`src/rtl/k7_cpl_tx_pkg.sv`:
```
// Shared completion-TLP definitions: field encodings, header layout, FSM states, tkeep helper.
// Latency: n/a (types and pure functions only).
// Backpressure: n/a.
package k7_cpl_tx_pkg;

    localparam logic [2:0] FMT_3DW_D = 3'b010;
    localparam logic [4:0] TYPE_CPL  = 5'b01010;
    localparam logic [2:0] CPL_SC    = 3'b000;

    typedef enum logic [1:0] {
        ST_IDLE,
        ST_BEAT,
        ST_TAIL
    } cpl_state_e;

    // dw0 sits in the least significant 32 bits, matching its position on the bus
    typedef struct packed {
        logic [31:0] dw2;
        logic [31:0] dw1;
        logic [31:0] dw0;
    } cpl_hdr_t;

    // Byte enables for a beat carrying n_dw valid DWs, packed from the LSB
    function automatic logic [15:0] keep_from_dw(input logic [2:0] n_dw);
        case (n_dw)
            3'd1:    return 16'h000F;
            3'd2:    return 16'h00FF;
            3'd3:    return 16'h0FFF;
            default: return 16'hFFFF;
        endcase
    endfunction

endpackage

```
`src/rtl/k7_cpl_tx_hdr.sv`:
```
// Builds the 3DW CplD header from a read descriptor and the completer ID.
// Latency: combinational.
// Backpressure: none; the caller registers the result on descriptor accept.
module k7_cpl_hdr
    import k7_cpl_tx_pkg::*;
(
    input  logic [5:0]  len,
    input  logic [2:0]  tc,
    input  logic [1:0]  attr,
    input  logic [15:0] completer_id,
    input  logic [11:0] bcnt,
    input  logic [15:0] rid,
    input  logic [7:0]  tag,
    input  logic [6:0]  laddr,
    output cpl_hdr_t    hdr
);

    // Assemble the three header DWs; TD, EP and BCM are always clear
    always_comb begin
        hdr     = '0;
        hdr.dw0 = {FMT_3DW_D, TYPE_CPL, 1'b0, tc, 4'b0000, 1'b0, 1'b0, attr, 2'b00, {4'b0000, len}};
        hdr.dw1 = {completer_id, CPL_SC, 1'b0, bcnt};
        hdr.dw2 = {rid, tag, 1'b0, laddr};
    end

endmodule

```
`src/rtl/k7_cpl_tx.sv`:
```
// Completion TX engine: descriptor + 128-bit payload stream -> 3DW CplD TLP on s_axis_tx.
// Latency: req fire at N, payload beat at N+1 -> first TLP beat valid at N+2; 1 beat/cycle sustained.
// Backpressure: one output register stalls on s_axis_tx_tready; dat_tready is low while it is full and not draining.
module k7_cpl_tx
    import k7_cpl_tx_pkg::*;
#(
    parameter int C_DATA_WIDTH = 128,
    parameter int KEEP_WIDTH   = C_DATA_WIDTH / 8,
    parameter int C_MAX_DW     = 32,
    parameter int C_TXBUF_MIN  = 2
) (
    input  logic                    user_clk,
    input  logic                    user_reset,
    input  logic                    user_link_up,
    input  logic [5:0]              tx_buf_av,
    input  logic [15:0]             cfg_completer_id,
    input  logic                    req_valid,
    output logic                    req_ready,
    input  logic [5:0]              req_len,
    input  logic [7:0]              req_tag,
    input  logic [15:0]             req_rid,
    input  logic [2:0]              req_tc,
    input  logic [1:0]              req_attr,
    input  logic [6:0]              req_laddr,
    input  logic [11:0]             req_bcnt,
    input  logic [C_DATA_WIDTH-1:0] dat_tdata,
    input  logic                    dat_tvalid,
    output logic                    dat_tready,
    output logic [C_DATA_WIDTH-1:0] s_axis_tx_tdata,
    output logic [KEEP_WIDTH-1:0]   s_axis_tx_tkeep,
    output logic                    s_axis_tx_tlast,
    output logic                    s_axis_tx_tvalid,
    input  logic                    s_axis_tx_tready,
    output logic [3:0]              s_axis_tx_tuser,
    output logic                    cpl_done
);

    cpl_state_e state_q, state_d;
    cpl_hdr_t   hdr_w;
    logic [95:0] hdr_q;
    logic [95:0] hold_q;          // upper three DWs of the previous payload beat
    logic [5:0]  len_q;
    logic [4:0]  in_left_q;       // payload beats still to be popped
    logic        first_q;         // next payload beat is the one merged with the header

    logic        can_load, link_ok, free, req_fire, dat_fire, last_in, no_tail;
    logic [1:0]  last_dw_mod;
    logic [2:0]  last_dw;
    logic [6:0]  len_p3;
    logic        ld, ld_last;
    logic [C_DATA_WIDTH-1:0] ld_dat;
    logic [KEEP_WIDTH-1:0]   ld_keep;

    assign can_load    = !s_axis_tx_tvalid || s_axis_tx_tready;
    assign link_ok     = user_link_up && (tx_buf_av >= 6'(C_TXBUF_MIN));
    assign last_in     = (in_left_q == 5'd1);
    // len%4==1 fills the last output beat exactly, so no hold-only beat follows
    assign no_tail     = (len_q[1:0] == 2'b01);
    assign last_dw_mod = len_q[1:0] + 2'd3;
    assign last_dw     = (last_dw_mod == 2'd0) ? 3'd4 : {1'b0, last_dw_mod};
    assign len_p3      = {1'b0, req_len} + 7'd3;
    assign req_fire    = req_valid && req_ready;
    assign s_axis_tx_tuser = 4'b0000;

    k7_cpl_hdr u_hdr (
        .len          (req_len),
        .tc           (req_tc),
        .attr         (req_attr),
        .completer_id (cfg_completer_id),
        .bcnt         (req_bcnt),
        .rid          (req_rid),
        .tag          (req_tag),
        .laddr        (req_laddr),
        .hdr          (hdr_w)
    );

    // State register
    always_ff @(posedge user_clk) begin
        if (user_reset) state_q <= ST_IDLE;
        else            state_q <= state_d;
    end

    // Next state, handshakes and the beat to load; a new descriptor is taken the
    // same cycle the previous TLP's final beat is loaded so TLPs run back-to-back
    always_comb begin
        state_d    = state_q;
        req_ready  = 1'b0;
        dat_tready = 1'b0;
        free       = 1'b0;
        dat_fire   = 1'b0;
        ld         = 1'b0;
        ld_last    = 1'b0;
        ld_dat     = '0;
        ld_keep    = '0;
        case (state_q)
            ST_IDLE: free = 1'b1;
            ST_BEAT: begin
                dat_tready = can_load;
                if (dat_tvalid && can_load) begin
                    dat_fire = 1'b1;
                    ld       = 1'b1;
                    ld_dat   = {dat_tdata[31:0], first_q ? hdr_q : hold_q};
                    ld_last  = last_in && no_tail;
                    ld_keep  = ld_last ? keep_from_dw(last_dw) : '1;
                    if (last_in) begin
                        state_d = no_tail ? ST_IDLE : ST_TAIL;
                        free    = no_tail;
                    end
                end
            end
            ST_TAIL: begin
                if (can_load) begin
                    ld      = 1'b1;
                    ld_dat  = {32'h0, hold_q};
                    ld_last = 1'b1;
                    ld_keep = keep_from_dw(last_dw);
                    state_d = ST_IDLE;
                    free    = 1'b1;
                end
            end
            default: state_d = ST_IDLE;
        endcase
        req_ready = free && link_ok && !user_reset;
        if (user_reset) dat_tready = 1'b0;
        if (req_valid && req_ready) state_d = ST_BEAT;
    end

    // Descriptor capture and payload realignment state
    always_ff @(posedge user_clk) begin
        if (user_reset) begin
            hdr_q     <= '0;
            hold_q    <= '0;
            len_q     <= '0;
            in_left_q <= '0;
            first_q   <= 1'b0;
        end else begin
            if (dat_fire) begin
                hold_q    <= dat_tdata[127:32];
                in_left_q <= in_left_q - 5'd1;
                first_q   <= 1'b0;
            end
            if (req_fire) begin
                hdr_q     <= hdr_w;
                len_q     <= req_len;
                in_left_q <= len_p3[6:2];
                first_q   <= 1'b1;
            end
        end
    end

    // Output register: holds a beat until the core accepts it; cpl_done follows the last accept
    always_ff @(posedge user_clk) begin
        if (user_reset) begin
            s_axis_tx_tvalid <= 1'b0;
            s_axis_tx_tdata  <= '0;
            s_axis_tx_tkeep  <= '0;
            s_axis_tx_tlast  <= 1'b0;
            cpl_done         <= 1'b0;
        end else begin
            cpl_done <= s_axis_tx_tvalid && s_axis_tx_tready && s_axis_tx_tlast;
            if (ld) begin
                s_axis_tx_tvalid <= 1'b1;
                s_axis_tx_tdata  <= ld_dat;
                s_axis_tx_tkeep  <= ld_keep;
                s_axis_tx_tlast  <= ld_last;
            end else if (s_axis_tx_tready) begin
                s_axis_tx_tvalid <= 1'b0;
            end
        end
    end

    // Descriptor lengths outside 1..C_MAX_DW have no defined framing
    assert property (@(posedge user_clk) disable iff (user_reset)
        req_fire |-> (req_len != 6'd0 && int'(req_len) <= C_MAX_DW));

endmodule

```
`config.mk`:
```
export PLATFORM = sky130hd
export DESIGN_NAME = k7_cpl_tx
export DESIGN_NICKNAME = d
export VERILOG_FILES = /design/src/rtl/k7_cpl_tx_pkg.sv /design/src/rtl/k7_cpl_tx_hdr.sv /design/src/rtl/k7_cpl_tx.sv
export SDC_FILE = /design/constraint.sdc
export NUM_CORES = 1
export LEC_CHECK = 0
export CAP_MARGIN = 0
export CORE_MARGIN = 10
export CORE_UTILIZATION = 50
export DETAILED_ROUTE_END_ITERATION = 12
export PLACE_DENSITY = 0.84
export SYNTH_ARGS = -nofsm -noshare
export SYNTH_HDL_FRONTEND = slang
export SYNTH_SLANG_ARGS = --single-unit
```
`constraint.sdc`:
```
create_clock -name user_clk -period 6.3 [get_ports user_clk]
set_input_delay 1.26 -clock user_clk [delete_from_list [all_inputs] [get_ports user_clk]]
set_output_delay 1.26 -clock user_clk [all_outputs]
set_load 0.02 [all_outputs]
```
==> out/results.ini <==
[status]
outcome=complete, no violations

[sta]
tightest_slew_ns=1.17
hold_ws_ns=0.455
finalSetupViolCount=0
slew_viol_final=0
rsz0062_at_grt=false
hold_viol=0
slew_headroom=0.212
finClkSkew_ns=0.0145
fin_ws_ns=1.65
timing.fmax_ghz=0.215
tns_ns=0
period_share=0.738
finalCriticalPeriod_ns=4.65

[placement]
place_area_mm2=0.0154
gp_congestion=0.790
dp_worst_setup_slack_ns=1.68
io_buffers=357
dp_hpwl_um=24900
dp.cells=1862

[setup_path]
crit_path_cell_trace=clkdlybuf4s50_1, nand2_1, nor4_4, o31a_1, clkdlybuf4s50_1
critPathKind=in2out
reg2reg_from=state_q[1]
cp.required_ns=5.04
path_max_fanout=10
slowest_stage=clkdlybuf4s50_1
worst-path-buf-inv=2
slowest_delay_ns=0.65
arrival_ns=3.39
cpMostUsedCell=clkdlybuf4s50_1
start_kind=input port
critPathLaunch=dat_tvalid
cp_top_family=buffers and inverters
cp-end-kind=primary output

[yosys]
synth.distinct_cells=46
synthCells=1287
ys_top_cells_by_area=dfxtp_1 (53%), mux2_2 (6.6%), nand2_1 (6.4%), a221oi_1 (5.2%), a21oi_1 (4.7%)
async_flop_share=0
yosys.area.top_type=dfxtp_1
synth_edf_count=0
ys_ff_latch=310
seq_area_frac_synth=0.528
syn_area_per_cell_um2=9.13
synth_top_cell_area_share=0.528
synthFlopType=dfxtp_1
netlist_area_mm2=0.0117
yosysWarnings=0

[global_routing]
globalRouteOverflowTotal=0
first_global_vias=10700
grt_max_degree=93
grt_use_total=0.239
grt_util_met3=0.0743
grt_pass1_wl_um=59200
busiest_layer=met2
antenna_found_initial=0
grt_use_met2=0.405
grt_use_met1=0.277

[clock_tree]
cts_max_path_buffers=3
cts_buffers=31
htreeDepth=1
clk_pin_slew_ns=0.06
clock-sinks=310
cts_tree=done
root_buffer=clkbuf_16
postCtsHoldBufs=0
postCtsSetupBuffers=0
clk_latency_ns=0.56
cts_resized=0

[power_and_ir_drop]
power.total_mw=4.21
irDropWorstVdd_uv=203
leakage_nw=5.95
power_density_mw_per_mm2=256

[cells_and_area]
multi_input_area_mm2=0.00504
drive_gt1_frac=0.0969
syn2layout_area_growth_pct=39.8
num-fill-cells=1793
instances_no_fill=1918
fin_nets=1792
fin_util=0.706
antenna_cells=0
final-seq-area_mm2=0.00621
fin_area_mm2=0.0164

[floorplan]
coreArea_mm2=0.0233
ios=363
rows=56
die_y_um=173
die-area_mm2=0.0300
die_w_um=173
start_util=0.505

[detailed_routing]
viasPerCell=5.48
wl_um=37600
avgRoutedWirePerCell_um=19.6
ant_nets=0
drc_errors=0
drt_iter0_markers=764
firstDrtPassIters=5
vias=10500

[job]
cap_viol_max_count=0

[worst_hold_path]
hp-class=reg2reg
min_from=hold_q[25]

## cell usage after synthesis, types with 3 or more instances
cell      count
nor2_1      133
nor3_1       76
buf_1         7
ha_1          6
clkbuf_1     87
nor2b_1      71
nand2_1     201
inv_1        11
a21oi_1     110
buf_2         9
xnor2_1       3
o21ai_0       7
nand3_1       4
dfxtp_1     310
a221oi_1     70
buf_4        16
a22oi_1      55
mux2_2       69
mux2_4        4
## report_power, final
group          internal [mW]  switching [mW]
clock network           1.09           0.756
registers               2.01          0.0264
logic                  0.188           0.140
## final timing paths
| check | endpoint | slack [ns] | depth (start not counted) |
|---|---|---|---|
| setup / recovery | req_ready | 1.65 | 5 |
| hold / removal | hold_q[25] | 0.45 | 2 |
| setup reg to reg | s_axis_tx_tdata[34] | 3.26 | 7 |
| hold reg to reg | hold_q[25] | 0.45 | 2 |
## layer usage
metal	wire length, um	share of wire
met1	14600	0.39
met3	3230	0.086
met2	18400	0.49
met5	0	0
met4	1350	0.036
## worst reg2reg max path, stage by stage, from the launching register on
cell,delay (ns)
dfxtp_1,0.39
inv_1,0.08
ha_1,0.25
a21oi_1,0.35
or3_4,0.91
buf_4,0.65
a221oi_1,0.16
nor3_1,0.16
## placed cells by master, fill, tap and decap left out, drive strengths merged, types with 55 or more instances in the layout
cell type	count
dfxtp	310
nor3	76
clkdlybuf4s50	356
mux2	73
a21oi	110
a22oi	55
a221oi	70
nor2	133
nor2b	71
nand2	201
## sequential cells by signal, indices dropped and copies added (netlist names)
register          flops
cpl_done              1
s_axis_tx_tdata     128
state_q               2
s_axis_tx_tlast       1
first_q               1
len_q                 1
s_axis_tx_tkeep       4
hdr_q                70
s_axis_tx_tvalid      1
hold_q               96
in_left_q             5
## layout make-up
type,instances,share of cell area
Multi-Input combinational cell,848,0.307
Clock buffer,47,0.0564
Sequential cell,310,0.378
Timing Repair Buffer,374,0.226
Clock inverter,9,0.00625
Inverter,11,0.00251
Tap cell,319,0.0243
## logic make-up (layout without fill, tap and decap cells)
kind of cell             Yosys count  after routing  share of synthesized area
multiplexers                      75             75                     0.0730
flip-flops                       310            310                      0.528
buffers and inverters            132            441                     0.0495
adder cells (fa/ha/maj)            6              6                    0.00639
other                              1              4                   0.000319
AND/OR/NAND/NOR                  502            502                      0.191
XOR/XNOR                           3              3                    0.00224
AO/OA/AOI/OAI                    258            258                      0.149
Note: power is estimated with default switching activity, not from simulation.
